==> config.mk <==
export PLATFORM = sky130hd
export DESIGN_NAME = dafx_adc_frame_router
export DESIGN_NICKNAME = d
export VERILOG_FILES = /design/src/rtl/dafx_adc_frame_router.sv
export SDC_FILE = /design/constraint.sdc
export NUM_CORES = 1
export LEC_CHECK = 0
export ABC_AREA = 1
export BUFFER_PORTS_ARGS = -buffer_cell sky130_fd_sc_hd__buf_2
export CAP_MARGIN = 20
export CORE_MARGIN = 2
export CORE_UTILIZATION = 50
export DETAILED_ROUTE_END_ITERATION = 7
export GPL_ROUTABILITY_DRIVEN = 0
export GPL_TIMING_DRIVEN = 1
export MAX_ROUTING_LAYER = met4
export PLACE_DENSITY = 0.72
export SYNTH_ARGS = -nofsm -noshare
export SYNTH_HDL_FRONTEND = slang
export SYNTH_SLANG_ARGS = --single-unit
==> constraint.sdc <==
create_clock -name clk -period 5.86 [get_ports clk]
set_input_delay 0.293 -clock clk [delete_from_list [all_inputs] [get_ports clk]]
set_output_delay 0.293 -clock clk [all_outputs]
set_load 0.005 [all_outputs]
==> src/rtl/dafx_adc_frame_router.sv <==
// rtl/dafx_adc_frame_router.sv - ADC frame deinterleaver with framing check, peak tracking and frame IRQ
module dafx_adc_frame_router #(
    parameter int AUDIO_WIDTH_P        = 24,
    parameter int NR_OF_ADC_CHANNELS_P = 2,
    parameter int IRQ_COUNTER_WIDTH_P  = 32
) (
    input  logic                                  clk,
    input  logic                                  rst,
    input  logic        [AUDIO_WIDTH_P-1:0]       adc_data,
    input  logic                                  adc_valid,
    output logic                                  adc_ready,
    input  logic                                  adc_last,
    output logic signed [AUDIO_WIDTH_P-1:0]       channel_data [NR_OF_ADC_CHANNELS_P],
    output logic                                  fs_strobe,
    input  logic        [IRQ_COUNTER_WIDTH_P-1:0] cr_irq_period,
    input  logic                                  cmd_clear_peaks,
    input  logic                                  cmd_clear_frame_error,
    output logic signed [AUDIO_WIDTH_P-1:0]       sr_max_amplitude [NR_OF_ADC_CHANNELS_P],
    output logic signed [AUDIO_WIDTH_P-1:0]       sr_min_amplitude [NR_OF_ADC_CHANNELS_P],
    output logic                                  sr_frame_error,
    output logic        [31:0]                    sr_frame_count,
    output logic                                  irq
);

    localparam int N  = NR_OF_ADC_CHANNELS_P;
    localparam int W  = AUDIO_WIDTH_P;
    localparam int CW = (N > 1) ? $clog2(N) : 1;
    localparam logic [CW-1:0] LAST_CH = CW'(N - 1);

    typedef enum logic {
        RUN,
        RESYNC
    } state_t;

    state_t                        state;
    logic        [CW-1:0]          ch;
    logic signed [W-1:0]           staging  [N];
    logic signed [W-1:0]           pub_word [N];
    logic        [IRQ_COUNTER_WIDTH_P-1:0] divider;

    logic accept;
    logic at_last_ch;
    logic in_run;
    logic publish;
    logic frame_err;

    assign accept     = adc_valid && adc_ready;
    assign at_last_ch = (ch == LAST_CH);
    assign in_run     = (state == RUN);
    assign publish    = accept && in_run && adc_last && at_last_ch;
    // Short frame (last too early) or long frame (final channel without last)
    assign frame_err  = accept && in_run && (adc_last != at_last_ch);

    // Frame being published: staged channels plus the beat currently carrying last
    always_comb begin
        for (int i = 0; i < N; i++) begin
            pub_word[i] = staging[i];
        end
        pub_word[N-1] = $signed(adc_data);
    end

    // Handshake, channel index, staging registers and framing FSM
    always_ff @(posedge clk) begin
        if (rst) begin
            adc_ready <= 1'b0;
            state     <= RUN;
            ch        <= '0;
            for (int i = 0; i < N; i++) begin
                staging[i] <= '0;
            end
        end else begin
            adc_ready <= 1'b1;
            case (state)
                RUN: begin
                    if (accept) begin
                        if (adc_last) begin
                            ch <= '0;
                        end else if (at_last_ch) begin
                            ch    <= '0;
                            state <= RESYNC;
                        end else begin
                            for (int i = 0; i < N; i++) begin
                                if (ch == CW'(i)) begin
                                    staging[i] <= $signed(adc_data);
                                end
                            end
                            ch <= ch + 1'b1;
                        end
                    end
                end
                RESYNC: begin
                    if (accept && adc_last) begin
                        ch    <= '0;
                        state <= RUN;
                    end
                end
                default: state <= RUN;
            endcase
        end
    end

    // Publish channel data, frame strobe, frame counter and IRQ divider
    always_ff @(posedge clk) begin
        if (rst) begin
            fs_strobe      <= 1'b0;
            irq            <= 1'b0;
            sr_frame_count <= '0;
            divider        <= '0;
            for (int i = 0; i < N; i++) begin
                channel_data[i] <= '0;
            end
        end else begin
            fs_strobe <= publish;
            irq       <= 1'b0;
            if (publish) begin
                for (int i = 0; i < N; i++) begin
                    channel_data[i] <= pub_word[i];
                end
                sr_frame_count <= sr_frame_count + 32'd1;
                if (cr_irq_period != '0) begin
                    if (divider >= cr_irq_period - 1'b1) begin
                        irq     <= 1'b1;
                        divider <= '0;
                    end else begin
                        divider <= divider + 1'b1;
                    end
                end
            end
            if (cr_irq_period == '0) begin
                divider <= '0;
            end
        end
    end

    // Signed running peaks; a clear coinciding with a publish restarts from zero and this frame
    always_ff @(posedge clk) begin
        if (rst) begin
            for (int i = 0; i < N; i++) begin
                sr_max_amplitude[i] <= '0;
                sr_min_amplitude[i] <= '0;
            end
        end else begin
            for (int i = 0; i < N; i++) begin
                if (publish) begin
                    if (cmd_clear_peaks) begin
                        sr_max_amplitude[i] <= (pub_word[i] > 0) ? pub_word[i] : '0;
                        sr_min_amplitude[i] <= (pub_word[i] < 0) ? pub_word[i] : '0;
                    end else begin
                        if (pub_word[i] > sr_max_amplitude[i]) begin
                            sr_max_amplitude[i] <= pub_word[i];
                        end
                        if (pub_word[i] < sr_min_amplitude[i]) begin
                            sr_min_amplitude[i] <= pub_word[i];
                        end
                    end
                end else if (cmd_clear_peaks) begin
                    sr_max_amplitude[i] <= '0;
                    sr_min_amplitude[i] <= '0;
                end
            end
        end
    end

    // Sticky framing-error flag; a new error wins over a simultaneous clear
    always_ff @(posedge clk) begin
        if (rst) begin
            sr_frame_error <= 1'b0;
        end else if (frame_err) begin
            sr_frame_error <= 1'b1;
        end else if (cmd_clear_frame_error) begin
            sr_frame_error <= 1'b0;
        end
    end

endmodule

Yosys cells after proc, flatten, opt, wreduce, memory -nomap -nowiden:

Memories as Yosys holds them, arrays and structs flattened.
Index checks and enable logic that the tools add are counted.

* bits in registers: 214
* RAM bits: 48
* bits of input ports: 62
* word-level logic and storage cells: 98
* memories: 1

Memories
* staging: words 2, bits a word 24, rd ports 1, clocked after Yosys merged registers in 0, wr ports 2, line 37 `logic signed [W-1:0] staging [N];`

* add/sub/neg operators: 4
* order comparisons: 9
* equal/unequal tests: 3
* mux-type cells: 41
* bitwise operators: 4
* reductions and logical operators: 22

Operators by type and width (number)
* $mux W24: 18
* $add A32 B1 Y32 const B: 2
* $gt A24 B1 Y1 const B: 2
* $gt A24 B24 Y1: 2
* $lt A24 B1 Y1 const B: 2
* $lt A24 B24 Y1: 2
* $ge A32 B32 Y1: 1
* $logic_not A32 Y1: 1
* $mux W32: 1
* $reduce_bool A32 Y1: 1
* $sub A32 B1 Y32 const B: 1
* $mux W1: 20
* $reduce_and A2 Y1: 6
* $reduce_bool A2 Y1: 6
* $logic_and A1 B1 Y1: 6
* $pmux W1 S2: 2
* $not A1 Y1: 3
* $reduce_or A3 Y1: 1
* $ne A2 B1 Y1 const B: 1
* $ne A2 B2 Y1 const B: 1
* $reduce_or A2 Y1: 1
* $add A1 B1 Y1 const B: 1
* $ne A1 B1 Y1: 1
* $or A1 B1 Y1: 1

Depth between registers and ports, before layout:

* depth after elaboration: 7
* gate-level depth with buffers: 22
* mapped depth without buffers: 21

Worst setup path before layout:

Ideal clock, no wire load.

* path type: input port to flip-flop
* start point: input cr_irq_period[0]
* end point: register divider[10]
* setup time: 0.116 ns
* arrival: 3.016 ns
* required time: 5.744 ns
* slack: 2.729 ns
* cell stages on the path: 21
* buffers on the path: 1
* cells stage by stage: inv_1 ha_1 inv_1 nor2_1 nand2_1 nor2_4 nand4_2 nor3_2 nand3_1 xor2_1 ha_1 nand2_1 nor2_1 nand2_1 nor2_1 nand4_1 nand3_1 nand2_1 nand2_2 buf_6 nor2_1

* cells in the longest elaborated chain, start to end: 3
* elaborated cells on any way between the ends: 7
* classes of those cells: 1 x add/sub; 1 x order compare; 1 x mux; 4 x reduce/logical

Ends and longest elaborated chain
* start, declared: line 15 `input logic [IRQ_COUNTER_WIDTH_P-1:0] cr_irq_period,`
* $sub A32 B1 Y32: line 121 `if (divider >= cr_irq_period - 1'b1) begin`
* $ge A32 B32 Y1: line 121
* $mux W32: line 121
* end signal, assigned: line 125 `divider <= divider + 1'b1;`
* end, declared: line 39 `logic [IRQ_COUNTER_WIDTH_P-1:0] divider;`

Parallel ways exist; a longest one is shown, timed or not.
A chain may end at the register's enable or synchronous reset.

Worst setup path after layout:

* start point: input cr_irq_period[0]
* end point: register divider[6]

Same word-level chain as after synthesis.

==> qor.csv <==
stage,metric,value,unit
timing,drv_slew,0,
setup_path,rr_startpoint,staging[0][15],
logic_synthesis,synth_top_area_share,28.9,%
global_routing,track_usage,28.2,%
clocking,clk_latency,0.56,ns
clocking,numCtsBuffers,27,
logic_synthesis,synth_fa_ha_area_share,11.1,%
logic_synthesis,synth_top_family_by_area,simple AND/OR/NAND/NOR gates,
routing,viasPerCell,5.19,
global_routing,antenna_found_initial,2,
logic_synthesis,postSynthCellCount,2217,
placement,dp_cells,2787,
timing,timing.fmax,291,MHz
setup_path,cp-start-kind,primary input,
logic_synthesis,yosys_register_bits,238,
global_routing,use_met3,4.46,%
finish,fin_cells,2842,
setup_path,r2r-end,sr_max_amplitude[35],
routing,dr.pass1.iters,5,
clocking,cts-root-buf,clkbuf_16,
min_path,hp-start,cmd_clear_peaks,
clocking,clk_pin_slew,0.06,ns
run,max-cap-violations,0,
setup_path,crit_required,6.27,ns
global_routing,top_usage_layer,met2,
power_and_ir_drop,p_clk_share,42.8,%
routing,wl_per_cell,15.1,um
setup_path,reg2reg_slack,2.88,ns
power_and_ir_drop,switching_power,1120,uW
floorplanning,dieArea,0.0311,mm2
status,outcome,finished clean,
logic_synthesis,avgSynthCellArea,6.69,um2
logic_synthesis,yosysTopAreaCell,dfxtp_1,
power_and_ir_drop,p_int,2950,uW
floorplanning,num_io_pins,242,
logic_synthesis,synthSimpleGateAreaFrac,36.2,%
finish,nets,2623,
timing,tightest_slew,0.970,ns
floorplanning,floorplan.rows,63,
power_and_ir_drop,powerDensity,236,mW/mm2
logic_synthesis,synth_common_cells,"nand2_1, nor2_1, inv_1, dfxtp_1, ha_1",
power_and_ir_drop,total_power,4060,uW
timing,finalHoldViolCount,0,
timing,setup_viol,0,
min_path,hold_path.class,primary input to flip-flop,
routing,drt_iter0_drc,1042,
clocking,htreeDepth,1,
logic_synthesis,synth_compound_area_share,6.77,%
logic_synthesis,synth_most_common_cell,nand2_1,
finish,area_delta_synth_final,16.0,%
timing,fin_ws,2.42,ns
logic_synthesis,synth_edf_count,24,
min_path,min_to,sr_max_amplitude[47],
logic_synthesis,ys_top_cells_by_area,"dfxtp_1, nand2_1, nor2_1, ha_1, inv_1",
power_and_ir_drop,p_sw_share,27.4,%
global_routing,gr-total-overflow,0,
floorplanning,die_y,176,um
power_and_ir_drop,power_frac_comb,14.0,%
timing,tns,0,ns
timing,fin_crit_sh,58.7,%
timing,clock-skew-final,0.0248,ns
min_path,hold_depth,4,
logic_synthesis,synth-xor-area-share,2.66,%
logic_synthesis,async_reset_ff_share,0,%
routing,drt_wl_total,43000,um
floorplanning,die_w,176,um
floorplanning,start_util,50.4,%
power_and_ir_drop,ir_worst_vdd,0.229,mV
logic_synthesis,ys_seq_area_share,33.7,%
timing,min_period,3.44,ns
placement,dp_slack,1.89,ns
setup_path,endpoint_kind,flip-flop,
global_routing,grt_max_degree,67,
logic_synthesis,syn-cell-area,0.0148,mm2
logic_synthesis,synthesis.nets,2411,
routing,num_vias,14700,
logic_synthesis,ys.warnings.count,0,
global_routing,use_met1,35.5,%
setup_path,cp_max_fo,24,
placement,port_buffers,241,
power_and_ir_drop,power.leakage,0.00847,uW
routing,antenna_left,0,
setup_path,worstPathArrival,3.85,ns
logic_synthesis,ys.flop_type,dfxtp_1,
timing,whs,0.0731,ns
clocking,numClockSinks,238,
clocking,clockBufferDepth,3,
global_routing,grt_pass1_vias,14000,
setup_path,r2r_cells,12,
floorplanning,core_region_area,0.0294,mm2
finish,drive_above_1_share,14.5,%
logic_synthesis,ys_types,49,
power_and_ir_drop,seqPwrFrac,43.2,%
placement,hpwlAfterDp,31500,um
clocking,tritoncts,built,
global_routing,grt.met2_usage,46.1,%
timing,slew_headroom,35.1,%
routing,drc,0,
setup_path,critPathKind,primary input to flip-flop,
timing,rsz0062_at_grt,no,
global_routing,grt_pass1_wl,69700,um
logic_synthesis,synth.mux.area_fraction,0,%
cell families after synthesis:
kind of cell | Yosys count
flip-flops | 238
XOR/XNOR | 45
AND/OR/NAND/NOR | 1266
AO/OA/AOI/OAI | 183
adder cells (fa/ha/maj) | 132
buffers and inverters | 353
placed cells by master (no fill, tap or decap), drive strengths merged, types with 3 or more instances in the layout:
master  count
clkinv      5
o21ai      21
nand4      40
dfxtp     214
clkbuf     42
inv       287
nor2      470
nand3     130
nand2     566
xnor2      15
nor4       17
a21o        6
ha        132
nand3b      5
nor3       30
xor2       30
edfxtp     24
a21oi     129
a31oi       3
o21a        6
buf       249
a21boi     11
stage by stage:
| step | cell area, um2 | util, % |
|---|---|---|
| 2_1_floorplan | 14800 | - |
| 3_3_place_gp | 16200 | 55.2 |
| 3_5_place_dp | 16200 | 55.2 |
| 4_1_cts | 17200 | 58.4 |
| 5_1_grt | 17200 | 58.5 |
| 6_report | 17200 | 58.5 |
registers in the layout (all words and copies together) (netlist names), 24 cells and up:
| register | count |
|---|---|
| sr_frame_count | 32 |
| divider | 32 |
| channel_data | 48 |
| staging | 24 |
| sr_max_amplitude | 48 |
| sr_min_amplitude | 48 |
how the worst max path moves through the flow:
| stage | slack [ns] | endpoint | from |
|---|---|---|---|
| 2_1_floorplan | 2.73 | divider[10] | cr_irq_period[0] |
| 5_1_grt | 2.03 | divider[18] | cr_irq_period[0] |
| 3_5_place_dp | 1.89 | divider[19] | cr_irq_period[0] |
| 6_report | 2.42 | divider[6] | cr_irq_period[0] |
| 4_1_cts | 2.47 | divider[19] | cr_irq_period[0] |
| 3_3_place_gp | 2.08 | divider[15] | cr_irq_period[0] |
area by class of cell:
| cell class | instances | area [um2] |
|---|---|---|
| sequential | 238 | 5000 |
| clock buffer | 42 | 803 |
| timing repair buffer | 250 | 1300 |
| inverter | 286 | 1080 |
| fill | 2814 | 12200 |
| tap | 390 | 488 |
| multi-input combinational | 1626 | 8420 |
| clock inverter | 8 | 110 |
| antenna | 2 | 5.00 |
power by group through the flow:
stage | Clock [uW] | Combinational, uW | Sequential (uW)
floorplan | 0 | 375 | 1780
global placement | 0 | 543 | 1790
detailed placement | 0 | 560 | 1790
CTS | 1760 | 566 | 1750
global route | 1820 | 654 | 1760
finish | 1740 | 568 | 1760
what timing repair did:
| item | CTS | global route |
|---|---|---|
| gates resized for setup | 0 | 0 |
| endpoints found under the hold margin | 1 | 0 |
| hold buffers | 1 | 0 |
| buffers inserted | 0 | 0 |
critical path: stages:
cell,delay [ns]
buf_2,0.11
inv_1,0.09
ha_1,0.21
inv_1,0.06
nor2_1,0.23
nand2_1,0.19
nor2_4,0.18
nand4_2,0.14
nor3_2,0.22
nand3_1,0.12
xor2_1,0.16
ha_1,0.27
nand2_1,0.04
nor2_1,0.13
nand2_1,0.10
nor2_1,0.16
nand4_1,0.32
nand3_1,0.26
nand2_1,0.08
nand2_2,0.39
nor2_1,0.10
routing by layer:
| layer | wire length (um) | vias to the layer above | share of wire [%] |
|---|---|---|---|
| met1 | 18900 | 6713 | 44 |
| met2 | 19700 | 483 | 46 |
| met5 | 0 | - | 0 |
| met4 | 1480 | 0 | 3.4 |
| li1 | - | 7441 | - |
| met3 | 2950 | 106 | 6.8 |
Power figures use the tool's default switching activity.
